File: config.mk
export PLATFORM = sky130hd
export DESIGN_NAME = bus_datos_rtc
export DESIGN_NICKNAME = d
export VERILOG_FILES = /design/src/rtl/bus_datos_rtc_pkg.sv /design/src/rtl/bus_datos_rtc.sv
export SDC_FILE = /design/constraint.sdc
export NUM_CORES = 1
export LEC_CHECK = 0
export CORE_UTILIZATION = 39
export DETAILED_ROUTE_END_ITERATION = 10
export PLACE_DENSITY = 0.82
export SLEW_MARGIN = 25
export SYNTH_ARGS = -nofsm -noshare
export SYNTH_HDL_FRONTEND = slang
export SYNTH_SLANG_ARGS = --single-unit
export TNS_END_PERCENT = 20
File: constraint.sdc
create_clock -name reloj -period 1.9 [get_ports reloj]
set_input_delay 0.285 -clock reloj [delete_from_list [all_inputs] [get_ports reloj]]
set_output_delay 0.285 -clock reloj [all_outputs]
set_load 0.05 [all_outputs]
File: src/rtl/bus_datos_rtc_pkg.sv
// Shared constants for the RTC multiplexed address/data bus.
// Contents: cont_32 window limits and the command state encoding.
package bus_datos_rtc_pkg;

  localparam logic [4:0] DIR_INI  = 5'd1;
  localparam logic [4:0] DIR_FIN  = 5'd11;
  localparam logic [4:0] DATO_INI = 5'd19;
  localparam logic [4:0] DATO_FIN = 5'd28;
  localparam logic [4:0] MUESTRA  = 5'd26;

  typedef enum logic [2:0] {
    IDLE      = 3'd0,
    DIRECCION = 3'd1,
    ESPERA    = 3'd2,
    DATO      = 3'd3,
    FIN       = 3'd4
  } estado_t;

  function automatic logic en_ventana(input logic [4:0] c,
                                      input logic [4:0] ini,
                                      input logic [4:0] fin);
    return (c >= ini) && (c <= fin);
  endfunction

endpackage

File: src/rtl/bus_datos_rtc.sv
// RTC multiplexed AD-bus sequencer: one command per 32-cycle frame; pad outputs decode state and cont_32 combinationally, read data is ready one cycle after MUESTRA.
// No backpressure: req is sampled only at frame boundaries and ocupado flags a command in flight.
module bus_datos_rtc
  import bus_datos_rtc_pkg::*;
(
  input  logic       reloj,
  input  logic       resetM,
  input  logic       sync,
  input  logic [4:0] cont_32,
  input  logic       enable_cont_32,
  input  logic       LE,
  input  logic       req,
  input  logic [7:0] dir_in,
  input  logic [7:0] dato_in,
  input  logic [7:0] ad_in,
  output logic [7:0] ad_out,
  output logic       ad_oe,
  output logic [7:0] dato_leido,
  output logic       dato_valido,
  output logic       ocupado,
  output logic       hecho
);

  estado_t    estado, estado_sig;
  logic       acepta;
  logic       captura;
  logic [7:0] dir_lat;
  logic [7:0] dato_lat;
  logic       le_lat;

  always_ff @(posedge reloj or posedge resetM) begin
    if (resetM) begin
      estado <= IDLE;
    end else begin
      estado <= estado_sig;
    end
  end

  // FIN doubles as an acceptance point so back-to-back commands skip the idle frame.
  always_comb begin
    estado_sig = estado;
    acepta     = 1'b0;
    case (estado)
      IDLE: begin
        if (enable_cont_32 && req) begin
          acepta     = 1'b1;
          estado_sig = DIRECCION;
        end
      end
      DIRECCION: begin
        if (cont_32 == DIR_FIN) estado_sig = ESPERA;
      end
      ESPERA: begin
        if (cont_32 == DATO_INI - 5'd1) estado_sig = DATO;
      end
      DATO: begin
        if (cont_32 == DATO_FIN) estado_sig = FIN;
      end
      FIN: begin
        if (enable_cont_32) begin
          if (req) begin
            acepta     = 1'b1;
            estado_sig = DIRECCION;
          end else begin
            estado_sig = IDLE;
          end
        end
      end
      default: estado_sig = IDLE;
    endcase
    if (sync) begin
      estado_sig = IDLE;
      acepta     = 1'b0;
    end
  end

  assign captura = (estado == DATO) && le_lat && (cont_32 == MUESTRA) && !sync;
  assign hecho   = (estado == FIN) && enable_cont_32 && !sync;
  assign ocupado = (estado != IDLE);

  // Reads never enable the pad in DATO, keeping the bus free while the RTC drives it.
  always_comb begin
    ad_out = 8'h00;
    ad_oe  = 1'b0;
    if (estado == DIRECCION && en_ventana(cont_32, DIR_INI, DIR_FIN)) begin
      ad_out = dir_lat;
      ad_oe  = 1'b1;
    end else if (estado == DATO && !le_lat && en_ventana(cont_32, DATO_INI, DATO_FIN)) begin
      ad_out = dato_lat;
      ad_oe  = 1'b1;
    end
  end

  always_ff @(posedge reloj or posedge resetM) begin
    if (resetM) begin
      dir_lat     <= 8'h00;
      dato_lat    <= 8'h00;
      le_lat      <= 1'b0;
      dato_leido  <= 8'h00;
      dato_valido <= 1'b0;
    end else begin
      dato_valido <= captura;
      if (captura) dato_leido <= ad_in;
      if (acepta) begin
        dir_lat  <= dir_in;
        dato_lat <= dato_in;
        le_lat   <= LE;
      end
    end
  end

endmodule

==> flow_summary.yaml, run 1 <==
global_routing:
  grt_usage: 0.258
  grt_pass1_vias: 1465
  grt-ovfl-total: 0
  grt_pass1_wl_mm: 7.69
  grt_max_degree: 30
  antenna_found_initial: 0
synth:
  yosys_warnings: 0
  seq_area_frac_synth: 0.494
  synthCells: 121
  ys_types: 30
  syn_avg_cell_area_sq_um: 12.2
  synth_area_sq_um: 1470
  synth_edf_count: 0
  syn-num-nets: 156
  synthArstFlopShare: 1.00
  ys_seq_elements: 29
  synth-main-ff-cell: "dfrtp_1"
floorplan:
  row_count: 21
  die_y_um: 63.4
  dieArea_sq_um: 4020
  io_pins: 55
  fp.dieW_um: 63.4
  core-area_sq_um: 3470
  start_util: 0.424
pwr:
  switchingPower_uw: 502
  internal_power_mw: 1.25
  power.leakage_nw: 1.10
  finalPower_mw: 1.75
  irDropWorstVdd_v: 0.000577
  switching_share: 0.286
  powerDensity_nw_per_um2: 666
  pwr-share-seq: 0.439
  pwr-share-clk: 0.286
  pwr-share-comb: 0.274
setup_path:
  cp_slowest_cell: "dfrtp_2"
  critPathBufInv: 2
  cp.depth: 5
  crit_fanout: 7
  worstSetupPathType: "register to primary output"
  reg2reg_depth: 5
  crit_required_ns: 1.62
  cpPeakStageDelay_ns: 0.44
  end_kind: "primary output"
  start_kind: "register"
  cp_top_family: "compound AO/OA/AOI/OAI gates"
  worstPathCellList: "a211oi_4 > buf_6 > nand4_1 > a211oi_4 > buf_6"
  worstPathArrival_ns: 1.85
timing:
  setup-violations-final: 9
  relSlewSlack: 0.648
  final-hold-violation-count: 0
  worst_slew_pin_slew_ns: 0.526
  layout_min_cycle_time_ns: 2.13
  rsz0062_at_grt: "yes"
  fin_crit_sh: 1.12
  maxSlewViolCount: 0
  finalSetupTns_ns: -1.40
  clock_skew_ns: 0.00520
  max_freq_mhz: 469
  setup_ws_ns: -0.232
  whs_ns: 0.375
detailed_routing:
  drc_errors: 0
  ant_nets: 0
  drt-total-wl_mm: 4.76
  num_vias: 1406
  avgRoutedWirePerCell_um: 18.7
  via_per_inst: 5.54
  drt-initial-drc-count: 91
  firstDrtPassIters: 4
final_layout:
  synthToLayoutAreaGrowth_pct: 79.2
  final_area_sq_um: 2640
  fin_util: 0.760
  layout-drive-gt1-share: 0.505
  fin_nets: 243
  stdcell_count: 254
  antenna_cells: 0
placed_design:
  dp.final_hpwl_mm: 3.00
  post-place-cells: 240
  post_dp_cell_area_sq_um: 2380
  place_congestion: 0.945
  io_buffers: 54
  dp_slack_ns: -0.503
clock_tree:
  ctsRootBufferMaster: "clkbuf_8"
  clk_pin_slew_worst_paths_ns: 0.06
  cts.sinks: 29
  cts_tree: "done"
  clock_path_buffers: 2
  cts_made_buffers: 5
  htree_levels: 2
  clkLatencyLatePin_ns: 0.28
job:
  maxCapViolations: 0
worst_hold_path:
  hold_path_class: "input pin to async pin"
run_status:
  status: "finished with violations"
  violations: "setup timing"
-- metal layers --
metal,global-route usage,routed length (um),up-vias
li1,-,-,642
met1,0.331,2020,721
met2,0.432,2460,37
met3,0.0543,219,6
met4,0.0767,61,0
met5,0,0,-
-- layout make-up --
cell class / instances / area (sq um)
multi-input combinational: 83 / 870
sequential: 29 / 727
fill: 219 / 833
clock buffer: 7 / 86.3
timing repair buffer: 87 / 887
tap: 46 / 57.6
inverter: 2 / 7.51
-- final timing paths --
kind                               startpoint            end  slack [ns]
worst min register to register  dato_leido[0]  dato_leido[0]        0.52
worst max register to register      estado[2]  dato_leido[7]        0.10
worst min-delay path                   resetM  dato_leido[4]        0.37
min in group reloj                       sync      estado[2]        0.38
worst max-delay path                estado[1]      ad_out[4]       -0.23
max in group asynchronous              resetM      estado[1]        1.24
-- flip-flops by register name (all words and copies together), names as in the netlist --
register / cells
estado: 3
le_lat: 1
dato_leido: 8
dato_valido: 1
dir_lat: 8
dato_lat: 8
-- worst min-delay path, delay by kind of cell --
family	cells	cell delay [ns]
buffers and inverters	3	0.78
-- synth_stat cells (2+ instances only) --
cell / number / area (sq um)
a211o_1: 2 / 17.5
a211oi_1: 9 / 67.6
a41oi_1: 2 / 17.5
and2_1: 3 / 18.8
clkbuf_1: 6 / 22.5
dfrtp_1: 29 / 726
inv_1: 2 / 7.51
mux2_2: 25 / 282
nand2_1: 4 / 15.0
nand4_1: 8 / 50.1
nor2_1: 3 / 11.3
nor4b_1: 2 / 17.5
o31ai_1: 8 / 60.1
or3_1: 2 / 12.5
-- placed cells by master, fill, tap and decap left out, types with 4 or more instances in the layout --
cell,synthesis,final
o31ai_2,0,4
o31ai_1,8,4
buf_4,0,27
nand2_1,4,4
mux2_2,25,25
buf_12,0,7
dfrtp_1,29,28
nand4_1,8,8
buf_6,1,9
a211oi_4,0,7
clkbuf_8,0,6
clkdlybuf4s50_1,0,37
-- power by group through the flow --
stage          Clock [mW]  Sequential (mW)  Combinational [mW]
6_report            0.502            0.771               0.482
5_1_grt             0.544            0.778               0.510
4_1_cts             0.503            0.766               0.466
3_5_place_dp            0            0.770               0.434
3_3_place_gp            0            0.765               0.420
2_1_floorplan           0            0.749               0.249
-- kinds of logic after synthesis --
logic type / share of synthesized area
compound gates: 0.139
buf+inv: 0.0281
flops: 0.494
mux: 0.191
simple gates: 0.148
-- timing repair --
action,CTS,global route
pin swaps,9,7
hold buffers,0,0
resized for setup,38,5
endpoints found under the setup margin,18,18
hold endpoints to repair,0,0
cloned,1,0
buffers inserted,3,3
Note: power is estimated with default switching activity, not from simulation.
==> run 2: changes to the inputs <==
- SETUP_SLACK_MARGIN: not set -> 0.15
==> run 2 against run 1 <==
  * The run still ends with setup timing left
  * Flip-flop and latch count stayed put
  * Highest routed layer unchanged
  * Setup slack improved by 0.014 ns
  * Clock skew is 0.0034 ns higher
  * Critical path depth rose by 2
  * Cell count increased by 2.0%
  * Critical endpoint is now ad_out[0]
  * Critical path type unchanged
  * Non-clock buffer count up 4
  * Via count grew 2.4%
==> flow_summary.yaml, run 2 (same netlist as run 1, synthesis figures left out) <==
run_status:
  status: "finished with violations"
  violations: "setup timing"
pwr:
  powerDensity_nw_per_um2: 665
  switching_share: 0.295
  power.leakage_nw: 1.15
  pwr-share-comb: 0.297
  internal_power_mw: 1.25
  pwr-share-clk: 0.272
  pwr-share-seq: 0.432
  irDropWorstVdd_v: 0.000458
  switchingPower_uw: 526
  finalPower_mw: 1.78
worst_hold_path:
  hold_path_class: "input pin to async pin"
floorplan:
  die_y_um: 63.4
  dieArea_sq_um: 4020
  io_pins: 55
  start_util: 0.424
  row_count: 21
  fp.dieW_um: 63.4
  core-area_sq_um: 3470
detailed_routing:
  ant_nets: 0
  drt-total-wl_mm: 4.92
  drc_errors: 0
  via_per_inst: 5.56
  avgRoutedWirePerCell_um: 19.0
  num_vias: 1440
  drt-initial-drc-count: 107
  firstDrtPassIters: 6
setup_path:
  crit_fanout: 6
  worstPathCellList: "buf_6 > nor2b_4 > o211ai_1 > buf_4 > buf_12 > a211oi_4 > buf_6"
  cp.depth: 7
  cp_slowest_cell: "dfrtp_1"
  crit_required_ns: 1.62
  cp_top_family: "buffers and inverters"
  worst_path_most_repeated_cell: "buf_6"
  reg2reg_depth: 5
  cpPeakStageDelay_ns: 0.39
  worstSetupPathType: "register to primary output"
  end_kind: "primary output"
  worstPathArrival_ns: 1.83
  start_kind: "register"
  critPathBufInv: 4
clock_tree:
  hold_buffers: 0
  clkLatencyLatePin_ns: 0.29
  ctsRootBufferMaster: "clkbuf_8"
  cts_made_buffers: 5
  cts_tree: "done"
  htree_levels: 2
  clk_pin_slew_worst_paths_ns: 0.06
  cts.sinks: 29
  clock_path_buffers: 2
timing:
  layout_min_cycle_time_ns: 2.12
  setup_ws_ns: -0.218
  clock_skew_ns: 0.00861
  finalSetupTns_ns: -1.32
  fin_crit_sh: 1.11
  relSlewSlack: 0.647
  setup-violations-final: 9
  max_freq_mhz: 472
  maxSlewViolCount: 0
  worst_slew_pin_slew_ns: 0.531
  final-hold-violation-count: 0
  rsz0062_at_grt: "yes"
placed_design:
  io_buffers: 54
  place_congestion: 0.976
  dp.final_hpwl_mm: 3.18
job:
  maxCapViolations: 0
global_routing:
  grt_pass1_vias: 1543
  grt_usage: 0.262
  grt_pass1_wl_mm: 7.73
  antenna_found_initial: 0
  grt-ovfl-total: 0
  grt_max_degree: 30
final_layout:
  antenna_cells: 0
  filler_cell_count: 213
  layout-drive-gt1-share: 0.507
  fin_nets: 247
  synthToLayoutAreaGrowth_pct: 82.0
  final_common_cell: "clkdlybuf4s50_1"
  top_regs: "dato_lat (8), dato_leido (8), dir_lat (8)"
  final_cell_mix: "clkdlybuf4s50_1 (34), buf_4 (30), dfrtp_1 (28)"
-- run 2: cell types whose count changed in the layout (fill, tap and decap cells not counted), sizes merged --
cell / delta
buf: +1
clkbuf: +5
clkdlybuf4s15: -1
clkdlybuf4s50: -3
dlygate4sd2: +2
dlymetal6s2s: +1
-- run 2: cell type report --
cell class / instances / area, sq um / share of cell area
repair buffers: 91 / 902 / 0.337
multi-input cells: 83 / 901 / 0.337
inverters: 2 / 7.51 / 0.00281
flip-flops and latches: 29 / 727 / 0.272
well taps: 46 / 57.6 / 0.0215
clock buffers: 8 / 80.1 / 0.0299
-- run 2: worst min-delay path, delay by kind of cell --
| kind | cells | cell delay (ns) |
|---|---|---|
| buffers and inverters | 3 | 0.79 |
-- run 2: path summary, 6_finish.rpt --
check | start | to | slack, ns
setup reg to reg | estado[2] | dato_leido[1] | 0.07
setup / recovery | estado[2] | ad_out[0] | -0.22
min in group reloj | dato_leido[3] | dato_leido[3] | 0.50
hold reg to reg | dato_leido[3] | dato_leido[3] | 0.50
max in group asynchronous | resetM | estado[1] | 1.22
hold / removal | resetM | dato_leido[6] | 0.38
-- run 2: power groups by stage --
| stage | logic, mW | registers (mW) | clock network (mW) |
|---|---|---|---|
| floorplan | 0.249 | 0.749 | 0 |
| global placement | 0.445 | 0.764 | 0 |
| detailed placement | 0.462 | 0.769 | 0 |
| CTS | 0.501 | 0.760 | 0.495 |
| global route | 0.562 | 0.774 | 0.526 |
| finish | 0.528 | 0.768 | 0.484 |
-- run 2: through the flow --
stage,worst slack [ns],hold slack [ns],utilization,std cells,cell area [sq um]
2_1_floorplan,-0.480,0.351,-,121,1580
3_3_place_gp,-0.421,0.492,0.692,242,2400
3_5_place_dp,-0.488,0.496,0.692,242,2400
4_1_cts,-0.218,0.397,0.750,256,2600
5_1_grt,-0.284,0.444,0.771,259,2680
6_report,-0.218,0.381,0.771,259,2680
-- run 2: metal layers --
metal | routed length, um | track usage | up-vias
met5 | 0 | 0 | -
met4 | 134 | 0.111 | 0
met3 | 222 | 0.0598 | 13
met2 | 2630 | 0.467 | 56
met1 | 1940 | 0.296 | 723
li1 | - | - | 648
-- run 2: timing repair --
action,4_1_cts,5_1_grt
resized for setup,23,27
setup buffers,4,3
setup endpoints to repair,22,21
pin swaps,9,10
gates cloned,2,0
endpoints found under the hold margin,0,0
==> run 3: changes to the inputs <==
- CORE_ASPECT_RATIO: not set -> 1.25
- CTS_BUF_LIST: not set -> sky130_fd_sc_hd__clkbuf_8 sky130_fd_sc_hd__clkbuf_16
- SKIP_LAST_GASP: not set -> 1
==> run 3 against run 2 <==
  * The flow finishes with violations (DRC, setup timing)
  * Die area barely moved
  * Core utilization fell by 3.5 points
  * Setup slack improved by 0.052 ns
  * Cell area fell by 2.5%
  * Sequential power fell by 0.9%
  * Sequential share of layout area rose by 0.64 points
  * Flip-flop and latch count did not move
  * Critical path type unchanged
==> flow_summary.yaml, run 3 (same netlist as run 1, synthesis figures left out) <==
timing:
  worst_slew_pin_slew_ns: 0.520
  setup-violations-final: 10
  relSlewSlack: 0.652
  layout_min_cycle_time_ns: 2.07
  rsz0062_at_grt: "yes"
  fin_crit_sh: 1.09
  setup_ws_ns: -0.165
  max_freq_mhz: 484
  final-hold-violation-count: 0
  finalSetupTns_ns: -1.43
  clock_skew_ns: 0.00606
  maxSlewViolCount: 0
detailed_routing:
  num_vias: 1385
  avgRoutedWirePerCell_um: 17.1
  ant_nets: 0
  firstDrtPassIters: 7
  via_per_inst: 5.61
  drt-initial-drc-count: 60
  drc_errors: 6
  drt-total-wl_mm: 4.23
setup_path:
  crit_fanout: 8
  start_kind: "register"
  critPathBufInv: 2
  worstPathCellList: "a211oi_2 > buf_4 > nand4_1 > a211oi_4 > buf_12"
  worstSetupPathType: "register to primary output"
  cp_top_family: "compound AO/OA/AOI/OAI gates"
  cpPeakStageDelay_ns: 0.40
  crit_required_ns: 1.62
  cp_slowest_cell: "dfrtp_1"
  end_kind: "primary output"
  worstPathArrival_ns: 1.78
pwr:
  power.leakage_nw: 1.09
  irDropWorstVdd_v: 0.000435
  powerDensity_nw_per_um2: 738
  finalPower_mw: 1.92
final_layout:
  synthToLayoutAreaGrowth_pct: 77.4
  antenna_cells: 0
  layout-drive-gt1-share: 0.486
  top_regs: "dato_lat (8), dato_leido (8), dir_lat (8)"
  final_cell_mix: "clkdlybuf4s50_1 (38), buf_4 (31), dfrtp_1 (29)"
  fin_util: 0.736
  filler_cell_count: 240
  ff_latch_area_sq_um: 726
  multi_input_area_sq_um: 851
  fin_nets: 242
  final_common_cell: "clkdlybuf4s50_1"
  final_area_sq_um: 2610
placed_design:
  dp_slack_ns: -0.484
  io_buffers: 54
  place_congestion: 0.849
  post_dp_cell_area_sq_um: 2380
  dp.final_hpwl_mm: 2.94
floorplan:
  fp.dieW_um: 56.9
  row_count: 24
  start_util: 0.415
  io_pins: 55
  die_y_um: 70.6
  dieArea_sq_um: 4020
  core-area_sq_um: 3540
clock_tree:
  ctsRootBufferMaster: "clkbuf_8"
  cts.sinks: 29
  cts_made_buffers: 5
  htree_levels: 2
  clk_pin_slew_worst_paths_ns: 0.07
  clkLatencyLatePin_ns: 0.28
  clock_path_buffers: 2
  cts_tree: "done"
  hold_buffers: 0
global_routing:
  antenna_found_initial: 0
  grt_pass1_vias: 1521
  grt_pass1_wl_mm: 7.25
  grt_max_degree: 30
  grt_usage: 0.238
  grt-ovfl-total: 0
job:
  maxCapViolations: 0
run_status:
  status: "finished with violations"
  violations: "DRC, setup timing"
worst_hold_path:
  hold_path_class: "input pin to async pin"
run 3: cell count changes in the layout (fill, tap and decap cells not counted), sizes merged, moves of 2 or more:
cell | previous run | this run
clkbuf | 13 | 8
buf | 47 | 43
dlymetal6s2s | 2 | 0
clkdlybuf4s50 | 34 | 38
dlygate4sd2 | 3 | 1
run 3: stage by stage:
step | cells | hold WS, ns
after floorplan | 121 | 0.351
after global placement | 234 | 0.494
after detailed placement | 234 | 0.495
after CTS | 246 | 0.381
after global routing | 247 | 0.410
final | 247 | 0.378
run 3: tightest hold or removal path, cell delays in order:
cell and delay [ns]:
clkdlybuf4s50_1 0.39, inv_1 0.05, buf_4 0.33
run 3: final timing paths:
kind                                  start          end  slack, ns  cells after the start
worst max-delay path              estado[1]    ad_out[3]      -0.17                      5
worst min-delay path                 resetM   dir_lat[3]       0.38                      3
worst max register to register    estado[1]  dato_lat[2]       0.08                      6
worst min register to register  dato_lat[7]  dato_lat[7]       0.51                      1
max in group asynchronous            resetM    estado[1]       1.25                      3
min in group reloj              dato_lat[7]  dato_lat[7]       0.51                      1
run 3: what timing repair did:
action	4_1_cts	5_1_grt
pin swaps	8	6
cloned	1	0
setup endpoints to repair	35	44
setup buffers	3	1
resized for setup	21	8
run 3: final cells by class:
class	count	area share
clock buffer	6	0.0317
clock inverter	2	0.0144
inverter	2	0.00288
multi-input combinational	83	0.326
sequential	29	0.278
tap	39	0.0187
timing repair buffer	86	0.328
run 3: power breakdown:
part	internal, mW	switching [mW]	leakage, nW
sequential	0.706	0.0552	0.369
clock	0.426	0.241	0.0574
combinational	0.275	0.220	0.668
run 3: layer usage:
metal / wire length [um] / track usage / vias up
met5: 0 / 0 / -
met4: 78 / 0.117 / 0
met2: 2230 / 0.396 / 46
met3: 222 / 0.0530 / 6
li1: - / - / 641
met1: 1700 / 0.291 / 692
